<file path="src/rtl/mem_lsu_pkg.sv">
// Shared definitions for the memory-access stage: bus widths, load/store op codes,
// stall/write-enable constants and the access FSM encoding.
package mem_lsu_pkg;

  localparam int RegBus     = 32;
  localparam int RegAddrBus = 5;
  localparam int AluOpBus   = 8;

  localparam logic [AluOpBus-1:0] EXE_LB_OP  = 8'hE0;
  localparam logic [AluOpBus-1:0] EXE_LBU_OP = 8'hE4;
  localparam logic [AluOpBus-1:0] EXE_LH_OP  = 8'hE1;
  localparam logic [AluOpBus-1:0] EXE_LHU_OP = 8'hE5;
  localparam logic [AluOpBus-1:0] EXE_LW_OP  = 8'hE3;
  localparam logic [AluOpBus-1:0] EXE_SB_OP  = 8'hE8;
  localparam logic [AluOpBus-1:0] EXE_SH_OP  = 8'hE9;
  localparam logic [AluOpBus-1:0] EXE_SW_OP  = 8'hEB;

  localparam logic Stop         = 1'b1;
  localparam logic NoStop       = 1'b0;
  localparam logic WriteEnable  = 1'b1;
  localparam logic WriteDisable = 1'b0;

  typedef enum logic [1:0] {
    ST_IDLE,
    ST_BUSY,
    ST_DONE,
    ST_ABORT
  } lsu_state_e;

endpackage

</file>
<file path="src/rtl/mem_lsu_align.sv">
// Big-endian lane steering for the memory stage: byte-lane selects, replicated
// store data, extracted/extended load data and misalignment detection.
module mem_lsu_align
  import mem_lsu_pkg::*;
(
  input  logic [AluOpBus-1:0] aluop,
  input  logic [1:0]          addr_lo,
  input  logic [RegBus-1:0]   reg2,
  input  logic [RegBus-1:0]   rdata,
  output logic                is_load,
  output logic                is_store,
  output logic                misalign,
  output logic [3:0]          sel,
  output logic [RegBus-1:0]   st_wdata,
  output logic [RegBus-1:0]   ld_data
);

  logic [7:0]  rd_byte;
  logic [15:0] rd_half;
  logic [3:0]  byte_sel;
  logic [3:0]  half_sel;

  // Lowest byte address maps to the most significant lane.
  always_comb begin
    rd_byte = rdata[31:24];
    case (addr_lo)
      2'b00:   rd_byte = rdata[31:24];
      2'b01:   rd_byte = rdata[23:16];
      2'b10:   rd_byte = rdata[15:8];
      default: rd_byte = rdata[7:0];
    endcase
    rd_half  = addr_lo[1] ? rdata[15:0] : rdata[31:16];
    byte_sel = 4'b1000 >> addr_lo;
    half_sel = addr_lo[1] ? 4'b0011 : 4'b1100;
  end

  always_comb begin
    is_load  = 1'b0;
    is_store = 1'b0;
    misalign = 1'b0;
    sel      = 4'b0000;
    st_wdata = reg2;
    ld_data  = '0;
    case (aluop)
      EXE_LB_OP: begin
        is_load = 1'b1;
        sel     = byte_sel;
        ld_data = {{24{rd_byte[7]}}, rd_byte};
      end
      EXE_LBU_OP: begin
        is_load = 1'b1;
        sel     = byte_sel;
        ld_data = {24'd0, rd_byte};
      end
      EXE_LH_OP: begin
        is_load  = 1'b1;
        sel      = half_sel;
        misalign = addr_lo[0];
        ld_data  = {{16{rd_half[15]}}, rd_half};
      end
      EXE_LHU_OP: begin
        is_load  = 1'b1;
        sel      = half_sel;
        misalign = addr_lo[0];
        ld_data  = {16'd0, rd_half};
      end
      EXE_LW_OP: begin
        is_load  = 1'b1;
        sel      = 4'b1111;
        misalign = |addr_lo;
        ld_data  = rdata;
      end
      EXE_SB_OP: begin
        is_store = 1'b1;
        sel      = byte_sel;
        st_wdata = {4{reg2[7:0]}};
      end
      EXE_SH_OP: begin
        is_store = 1'b1;
        sel      = half_sel;
        misalign = addr_lo[0];
        st_wdata = {2{reg2[15:0]}};
      end
      EXE_SW_OP: begin
        is_store = 1'b1;
        sel      = 4'b1111;
        misalign = |addr_lo;
      end
      default: ;
    endcase
  end

endmodule

</file>
<file path="src/rtl/mem_lsu.sv">
// Memory-access pipeline stage: passes ALU results to MEM/WB and performs loads and
// stores over a single-outstanding request/acknowledge bus, stalling until done.
module mem_lsu
  import mem_lsu_pkg::*;
(
  input  logic                  clk,
  input  logic                  rst,
  input  logic [5:0]            stall,
  input  logic                  flush,
  input  logic [AluOpBus-1:0]   ex_aluop,
  input  logic [RegAddrBus-1:0] ex_wd,
  input  logic                  ex_wreg,
  input  logic [RegBus-1:0]     ex_wdata,
  input  logic [RegBus-1:0]     ex_hi,
  input  logic [RegBus-1:0]     ex_lo,
  input  logic                  ex_whilo,
  input  logic [RegBus-1:0]     ex_mem_addr,
  input  logic [RegBus-1:0]     ex_reg2,
  output logic [RegAddrBus-1:0] mem_wd,
  output logic                  mem_wreg,
  output logic [RegBus-1:0]     mem_wdata,
  output logic [RegBus-1:0]     mem_hi,
  output logic [RegBus-1:0]     mem_lo,
  output logic                  mem_whilo,
  output logic                  mem_misalign,
  output logic                  stallreq,
  output logic                  bus_req,
  output logic                  bus_we,
  output logic [RegBus-1:0]     bus_addr,
  output logic [3:0]            bus_sel,
  output logic [RegBus-1:0]     bus_wdata,
  input  logic                  bus_ack,
  input  logic [RegBus-1:0]     bus_rdata
);

  lsu_state_e        state_q, state_d;
  logic              bus_req_q, bus_req_d;
  logic              bus_we_q, bus_we_d;
  logic [RegBus-1:0] bus_addr_q, bus_addr_d;
  logic [3:0]        bus_sel_q, bus_sel_d;
  logic [RegBus-1:0] bus_wdata_q, bus_wdata_d;
  logic [RegBus-1:0] rd_buf_q, rd_buf_d;

  logic              is_load, is_store, misalign;
  logic              mem_op, mem_go;
  logic [3:0]        sel;
  logic [RegBus-1:0] st_wdata, ld_data;
  logic              unused_stall;

  // Only the MEM-stage bit of the stall vector matters here.
  assign unused_stall = ^{stall[5], stall[3:0]};

  mem_lsu_align u_align (
    .aluop    (ex_aluop),
    .addr_lo  (ex_mem_addr[1:0]),
    .reg2     (ex_reg2),
    .rdata    (bus_rdata),
    .is_load  (is_load),
    .is_store (is_store),
    .misalign (misalign),
    .sel      (sel),
    .st_wdata (st_wdata),
    .ld_data  (ld_data)
  );

  assign mem_op = is_load | is_store;
  assign mem_go = mem_op & ~misalign;

  always_ff @(posedge clk) begin
    if (rst) begin
      state_q     <= ST_IDLE;
      bus_req_q   <= 1'b0;
      bus_we_q    <= 1'b0;
      bus_addr_q  <= '0;
      bus_sel_q   <= 4'b0000;
      bus_wdata_q <= '0;
      rd_buf_q    <= '0;
    end else begin
      state_q     <= state_d;
      bus_req_q   <= bus_req_d;
      bus_we_q    <= bus_we_d;
      bus_addr_q  <= bus_addr_d;
      bus_sel_q   <= bus_sel_d;
      bus_wdata_q <= bus_wdata_d;
      rd_buf_q    <= rd_buf_d;
    end
  end

  always_comb begin
    state_d      = state_q;
    bus_req_d    = bus_req_q;
    bus_we_d     = bus_we_q;
    bus_addr_d   = bus_addr_q;
    bus_sel_d    = bus_sel_q;
    bus_wdata_d  = bus_wdata_q;
    rd_buf_d     = rd_buf_q;
    mem_wd       = ex_wd;
    mem_wreg     = ex_wreg;
    mem_wdata    = ex_wdata;
    mem_hi       = ex_hi;
    mem_lo       = ex_lo;
    mem_whilo    = ex_whilo;
    mem_misalign = misalign;
    stallreq     = NoStop;

    case (state_q)
      ST_IDLE: begin
        if (mem_op) mem_wreg = WriteDisable;
        if (mem_go && !flush) begin
          stallreq    = Stop;
          mem_whilo   = WriteDisable;
          bus_req_d   = 1'b1;
          bus_we_d    = is_store;
          bus_addr_d  = {ex_mem_addr[RegBus-1:2], 2'b00};
          bus_sel_d   = sel;
          bus_wdata_d = st_wdata;
          state_d     = ST_BUSY;
        end
      end
      ST_BUSY: begin
        stallreq  = Stop;
        mem_wreg  = WriteDisable;
        mem_whilo = WriteDisable;
        if (bus_ack) begin
          bus_req_d = 1'b0;
          rd_buf_d  = ld_data;
          state_d   = flush ? ST_IDLE : ST_DONE;
        end else if (flush) begin
          state_d = ST_ABORT;
        end
      end
      ST_DONE: begin
        mem_wreg = flush ? WriteDisable : ex_wreg;
        if (is_load) mem_wdata = rd_buf_q;
        if (flush || !stall[4]) state_d = ST_IDLE;
      end
      ST_ABORT: begin
        // The orphaned access must still complete before a new one may start.
        mem_wreg = WriteDisable;
        if (mem_go) stallreq = Stop;
        if (bus_ack) begin
          bus_req_d = 1'b0;
          state_d   = ST_IDLE;
        end
      end
      default: state_d = ST_IDLE;
    endcase

    if (rst) begin
      mem_wd       = '0;
      mem_wreg     = WriteDisable;
      mem_wdata    = '0;
      mem_hi       = '0;
      mem_lo       = '0;
      mem_whilo    = WriteDisable;
      mem_misalign = 1'b0;
      stallreq     = NoStop;
    end
  end

  assign bus_req   = bus_req_q;
  assign bus_we    = bus_we_q;
  assign bus_addr  = bus_addr_q;
  assign bus_sel   = bus_sel_q;
  assign bus_wdata = bus_wdata_q;

endmodule
</file>
<file path="config.mk">
export PLATFORM = sky130hd
export DESIGN_NAME = mem_lsu
export DESIGN_NICKNAME = d
export VERILOG_FILES = /design/src/rtl/mem_lsu_pkg.sv /design/src/rtl/mem_lsu_align.sv /design/src/rtl/mem_lsu.sv
export SDC_FILE = /design/constraint.sdc
export NUM_CORES = 1
export LEC_CHECK = 0
export ABC_AREA = 0
export BUFFER_PORTS_ARGS = -buffer_cell sky130_fd_sc_hd__buf_2
export CAP_MARGIN = 20
export CORE_AREA = 2 2 154 156
export DETAILED_ROUTE_END_ITERATION = 8
export DIE_AREA = 0 0 156 158
export PLACE_DENSITY_LB_ADDON = 0.15
export REMOVE_ABC_BUFFERS = 1
export SLEW_MARGIN = 20
export SYNTH_ARGS = -nofsm -noshare
export SYNTH_HDL_FRONTEND = slang
export SYNTH_SLANG_ARGS = --single-unit
</file>
<file path="constraint.sdc">
create_clock -name clk -period 3.79 [get_ports clk]
set_clock_uncertainty 0.05 [all_clocks]
set_input_delay 0.379 -clock clk [delete_from_list [all_inputs] [get_ports clk]]
set_output_delay 0.379 -clock clk [all_outputs]
set_load 0.03 [all_outputs]
</file>
# After elaboration in Yosys (flattened, before gate mapping)
# Index checks and enable logic that the tools add are counted.
totals:
  mem_bits_ro: 0
  n_memories: 0
  mem_bits_rw: 0
  latchBits: 0
  wordCells: 84
  out_inout_bits: 175
  regBits: 102
  in_bits: 217
op_classes:
  muxes: 37
  n_reduce_logical: 18
  add_sub_neg: 0
  shifts: 1
  bitwise: 3
  eq_ne: 18
  magnitude_cmp: 0
  div: 0
  mul: 0
ops:
  columns: ["cell", "n"]
  rows:
  - ["32-bit 2-to-1 mux", 5]
  - ["32-bit case mux with 5 select lines", 1]
  - ["8-bit == test, second input constant", 8]
  - ["32-bit case mux with 2 select lines", 1]
  - ["8-bit case mux with 3 select lines", 1]
  - ["16-bit 2-to-1 mux", 1]
  - ["1-bit 2-to-1 mux", 13]
  - ["2-bit 2-to-1 mux", 6]
  - ["4-bit case mux with 3 select lines", 1]
  - ["3-bit OR reduction", 3]
  - ["2-bit case mux with 4 select lines", 1]
  - ["2-bit == test, second input constant", 3]
  - ["2-bit inequality test, second input constant", 3]
  - ["1-bit case mux with 2 select lines", 3]
  - ["1-bit case mux with 3 select lines", 2]
  - ["2-bit OR reduction", 3]
  - ["5-bit 2-to-1 mux", 1]
  - ["5-bit OR reduction", 1]
  - ["2-bit by 1-bit == test with 1-bit output, second input constant", 2]
  - ["2-bit logical NOT", 2]
  - ["4-bit 2-to-1 mux", 1]
  - ["2-bit AND reduction", 2]
  - ["4-bit AND reduction", 1]
  - ["4-bit by 2-bit >> shifter with 4-bit output, first input constant", 1]
  - ["other kinds (10)", 11]

# Depth between registers and ports, before layout
logic_depth:
  depth_word: 9
  depth_mapped: 9
  depth_no_buf: 5

# Hierarchy
# Synthesis repeated with hierarchy kept, for this count alone.
unflattened:
  cells_unflattened: 825
  hier_area_um2: 6705.2
modules_own_cells:
  columns: ["mod", "seq_area_each_um2", "area_each_um2", "cells_each", "n_inst"]
  rows:
  - ["mem_lsu", 2042.0, 5261.3, 649, 1]
  - ["mem_lsu_align", 0.0, 1443.9, 176, 1]

# Worst setup path before layout
# Ideal clock, no wire load.
synth_path:
  path_kind: "in2out"
  startpoint: "input ex_mem_addr[0]"
  endpoint: "output mem_misalign"
  path_buffers: 2
  path_slack_ns: 1.279
  required_ns: 3.361
  stages: 5
  arrival_time_ns: 2.082
  cell_sequence: "buf_2 buf_2 inv_1 o32a_1 nor4b_1"
synth_via:
  elab_chain_cells: 3
synth_rtl:
  columns: ["item", "line", "source"]
  rows:
  - ["from (decl)", "mem_lsu.sv:17", "input logic [RegBus-1:0] ex_mem_addr,"]
  - ["2-bit OR reduction", "mem_lsu_align.sv:70, mem_lsu_align.sv:87", null]
  - ["1-bit case mux with 2 select lines *", "mem_lsu_align.sv:44", "case (aluop)"]
  - ["1-bit 2-to-1 mux *", "mem_lsu.sv:149", "if (rst) begin"]
  - ["to (decl)", "mem_lsu.sv:25", "output logic mem_misalign,"]
# Mark *: on every way between the ends. The rest lies on a longest branch, timed or not.

# Worst setup path after layout
layout_path:
  startpoint: "input ex_aluop[4]"
  endpoint: "output mem_wdata[2]"
layout_via:
  elab_chain_cells: 6
  elab_cells_between_ends: 10
  classes_between: "eq/ne: 5; mux: 4; reduce/logical: 1"
layout_rtl:
  columns: ["item", "line", "source"]
  rows:
  - ["from (decl)", "mem_lsu.sv:10", "input logic [AluOpBus-1:0] ex_aluop,"]
  - ["8-bit == test", "mem_lsu_align.sv:44", null]
  - ["5-bit OR reduction (no line) *", null, null]
  - ["1-bit 2-to-1 mux *", "mem_lsu_align.sv:44", null]
  - ["32-bit 2-to-1 mux *", "mem_lsu.sv:134", "if (is_load) mem_wdata = rd_buf_q;"]
  - ["32-bit 2-to-1 mux *", "mem_lsu.sv:106", "case (state_q)"]
  - ["32-bit 2-to-1 mux *", "mem_lsu.sv:149", null]
  - ["to (decl)", "mem_lsu.sv:21", "output logic [RegBus-1:0] mem_wdata,"]
# Marked as above.

==> out/metrics.cfg <==
[setup_path]
worst_ep_arrival_time_ns = 2.33
critPathMaxStageDelay_ns = 0.53
crit_fanout = 21
cp.required_ns = 3.36
cpMostUsedCell = buf_2
path_buf_inv = 3
cp_cell_sequence = buf_2 -> nand4b_4 -> nor2_1 -> nand3_1 -> buf_4 -> nand2_1 -> a21oi_1 -> buf_2
cp-start-kind = primary input
crit_path_end_kind = primary output
crit_type = in2out
cp_slowest_cell = nand3_1
path_delay_family = simple AND/OR/NAND/NOR gates

[worst_hold_path]
hp-class = in2reg

[synth]
ys.flop_type = dfxtp_1
synthMuxAreaShare = 0.0557
yosysSeqAreaShare = 0.362
yosysMostFrequentCell = nand2_1
synth-edff-count = 0
mappedNetlistArea_um2 = 5640
synthXorXnorAreaFrac = 0
synth_top_family_by_area = simple AND/OR/NAND/NOR gates
synth_cells = 749
synth_compound_area_frac = 0.230
async_flop_share = 0
ys_seq_elements = 102
synth-simple-area-share = 0.291
synth_top_area_frac = 0.362
synth_cell_types = 52
synthAdderAreaFrac = 0
ys_top_cells_by_area = dfxtp_1, nand2_1, a21oi_1
synth_area_leader_cell = dfxtp_1
avgSynthCellArea_um2 = 7.53
ys_warn_count = 0
synth.top_cells.by_count = nand2_1, a21oi_1, dfxtp_1, nor2b_1, clkbuf_1

[floorplan]
io_pins = 392
die_w_um = 156
start_util = 0.245
row_count = 56
fp.coreArea_um2 = 23100
die_area_um2 = 24600
die_y_um = 158

[routing]
vias = 6532
dr.pass1.iters = 4
wl_mm = 25.1
drc_errors = 0
drt_iter0_drc = 258
wire_per_inst_um = 18.1
ant_nets = 0
vias_per_cell = 4.71

[timing]
tightest_slew_ns = 0.970
relSlewSlack = 0.348
max_freq_mhz = 362
min_period_ns = 2.76
setup_viol = 0
hold_violations = 0
tns_ns = 0
rsz0062_at_grt = false
period_share = 0.728
final_max_slew_viol_count = 0
hold_slack_ns = 0.202

[finish]
syn2layout_area_growth_pct = 42.6
layout.nets = 1304
drive_gt1_frac = 0.395

[grt]
grt_max_degree = 99
grt_overflow_total = 0
first_global_vias = 6056
antenna_found_initial = 12
globalRouteTotalUtil = 0.193
grt_pass1_wl_mm = 36.1

[place]
place_hpwl_mm = 19.4
portBuffers = 384
gp_congestion = 0.802

[run]
cap_violations = 0

[power]
vdd_drop_max_mv = 0.209
power_density_nw_per_um2 = 329
power.leakage_nw = 3.66

[clock_tree]
cts_resized = 0
ctsHoldBuffers = 0
clk_pin_slew_ns = 0.08
cts_buffers = 9
clockBufferDepth = 2
cts.sinks = 102
cts_tree = built
post_cts_buffers = 0
clk_root_buffer_cell = clkbuf_16
htree_num_levels = 3
clock_latency_ns = 0.35

[status]
status = completed

## sequential cells by signal, summed over array words and instances, names as in the netlist
register	count
bus_sel	4
bus_we	1
rd_buf_q	32
bus_addr	30
bus_wdata	32
state_q	2
bus_req	1
## worst min-delay path: cells and delay by family
| family | cells | cell delay, ns |
|---|---|---|
| buffers and inverters | 1 | 0.09 |
| AOI/OAI and AO/OA | 1 | 0.05 |
| and+or+nand+nor | 1 | 0.04 |
## final timing paths
| check | start | end | slack, ns | depth (start not counted) |
|---|---|---|---|---|
| max | ex_aluop[4] | mem_wdata[2] | 1.03 | 8 |
| min | ex_mem_addr[13] | bus_addr[13] | 0.20 | 3 |
| max reg2reg | state_q[0] | rd_buf_q[31] | 1.43 | 4 |
| min reg2reg | bus_addr[2] | bus_addr[2] | 0.40 | 2 |
## final cells by class
| class | instances | area (µm²) |
|---|---|---|
| antenna | 6 | 15.0 |
| clock buffer | 10 | 239 |
| clock inverter | 6 | 91.3 |
| fill | 2557 | 15000 |
| inverter | 4 | 15.0 |
| multi-input combinational | 576 | 3270 |
| sequential | 102 | 2040 |
| tap | 290 | 363 |
| timing repair buffer | 394 | 2020 |
## cells in the final DEF (no fill, tap or decap), drive strengths merged, types with 2 or more instances in the layout
master / synthesis / routed
a22oi: 9 / 9
buf: 35 / 394
nor3: 12 / 12
a211oi: 9 / 9
or2: 3 / 3
nand3b: 2 / 2
o2bb2ai: 4 / 4
nor2b: 71 / 71
diode: 0 / 6
bufinv: 0 / 2
and3: 4 / 4
a21oi: 108 / 108
dfxtp: 102 / 102
mux4: 3 / 3
clkinv: 0 / 2
o211ai: 18 / 18
clkbuf: 33 / 10
a31oi: 4 / 4
and3b: 2 / 2
nor4b: 3 / 3
a221oi: 23 / 23
nor2: 33 / 33
nand3: 7 / 7
mux2: 5 / 5
nand2b: 3 / 3
inv: 4 / 6
a21boi: 16 / 16
conb: 1 / 2
nand2: 191 / 191
nor3b: 6 / 6
o21ai: 10 / 10
mux2i: 19 / 19
## logic make-up (layout without fill, tap and decap cells)
family | Yosys count | count (layout)
AND/OR/NAND/NOR | 341 | 341
buffers and inverters | 72 | 414
AO/OA/AOI/OAI | 206 | 206
other | 1 | 8
flip-flops | 102 | 102
multiplexers | 27 | 27
## layer usage
layer / up-vias / GRT usage / share of wire
met2: 245 / 0.322 / 0.48
met1: 2954 / 0.221 / 0.39
met4: 14 / 0.0839 / 0.032
met3: 44 / 0.0739 / 0.093
met5: - / 0 / 0.0037
li1: 3275 / - / -
## metrics by stage
step                instance area [µm²]  worst slack, ns  utilization  instances  total power, mW
finish                             8050             1.03        0.349       1388             2.65
floorplan                          5320             1.25            -        682             1.35
global placement                   7700            0.986        0.334       1366             1.61
CTS                                8030            0.951        0.348       1382             2.69
global route                       8040            0.813        0.349       1385             2.77
detailed placement                 7700            0.973        0.334       1366             1.61
## where the power goes
group | leakage (nW) | internal (mW) | total [mW] | switching [mW]
clock network | 0.163 | 0.603 | 1.07 | 0.463
logic | 2.68 | 0.186 | 0.503 | 0.317
registers | 0.822 | 1.08 | 1.08 | 0.00283
total | 3.66 | 1.86 | 2.65 | 0.784
Power figures use the tool's default switching activity.
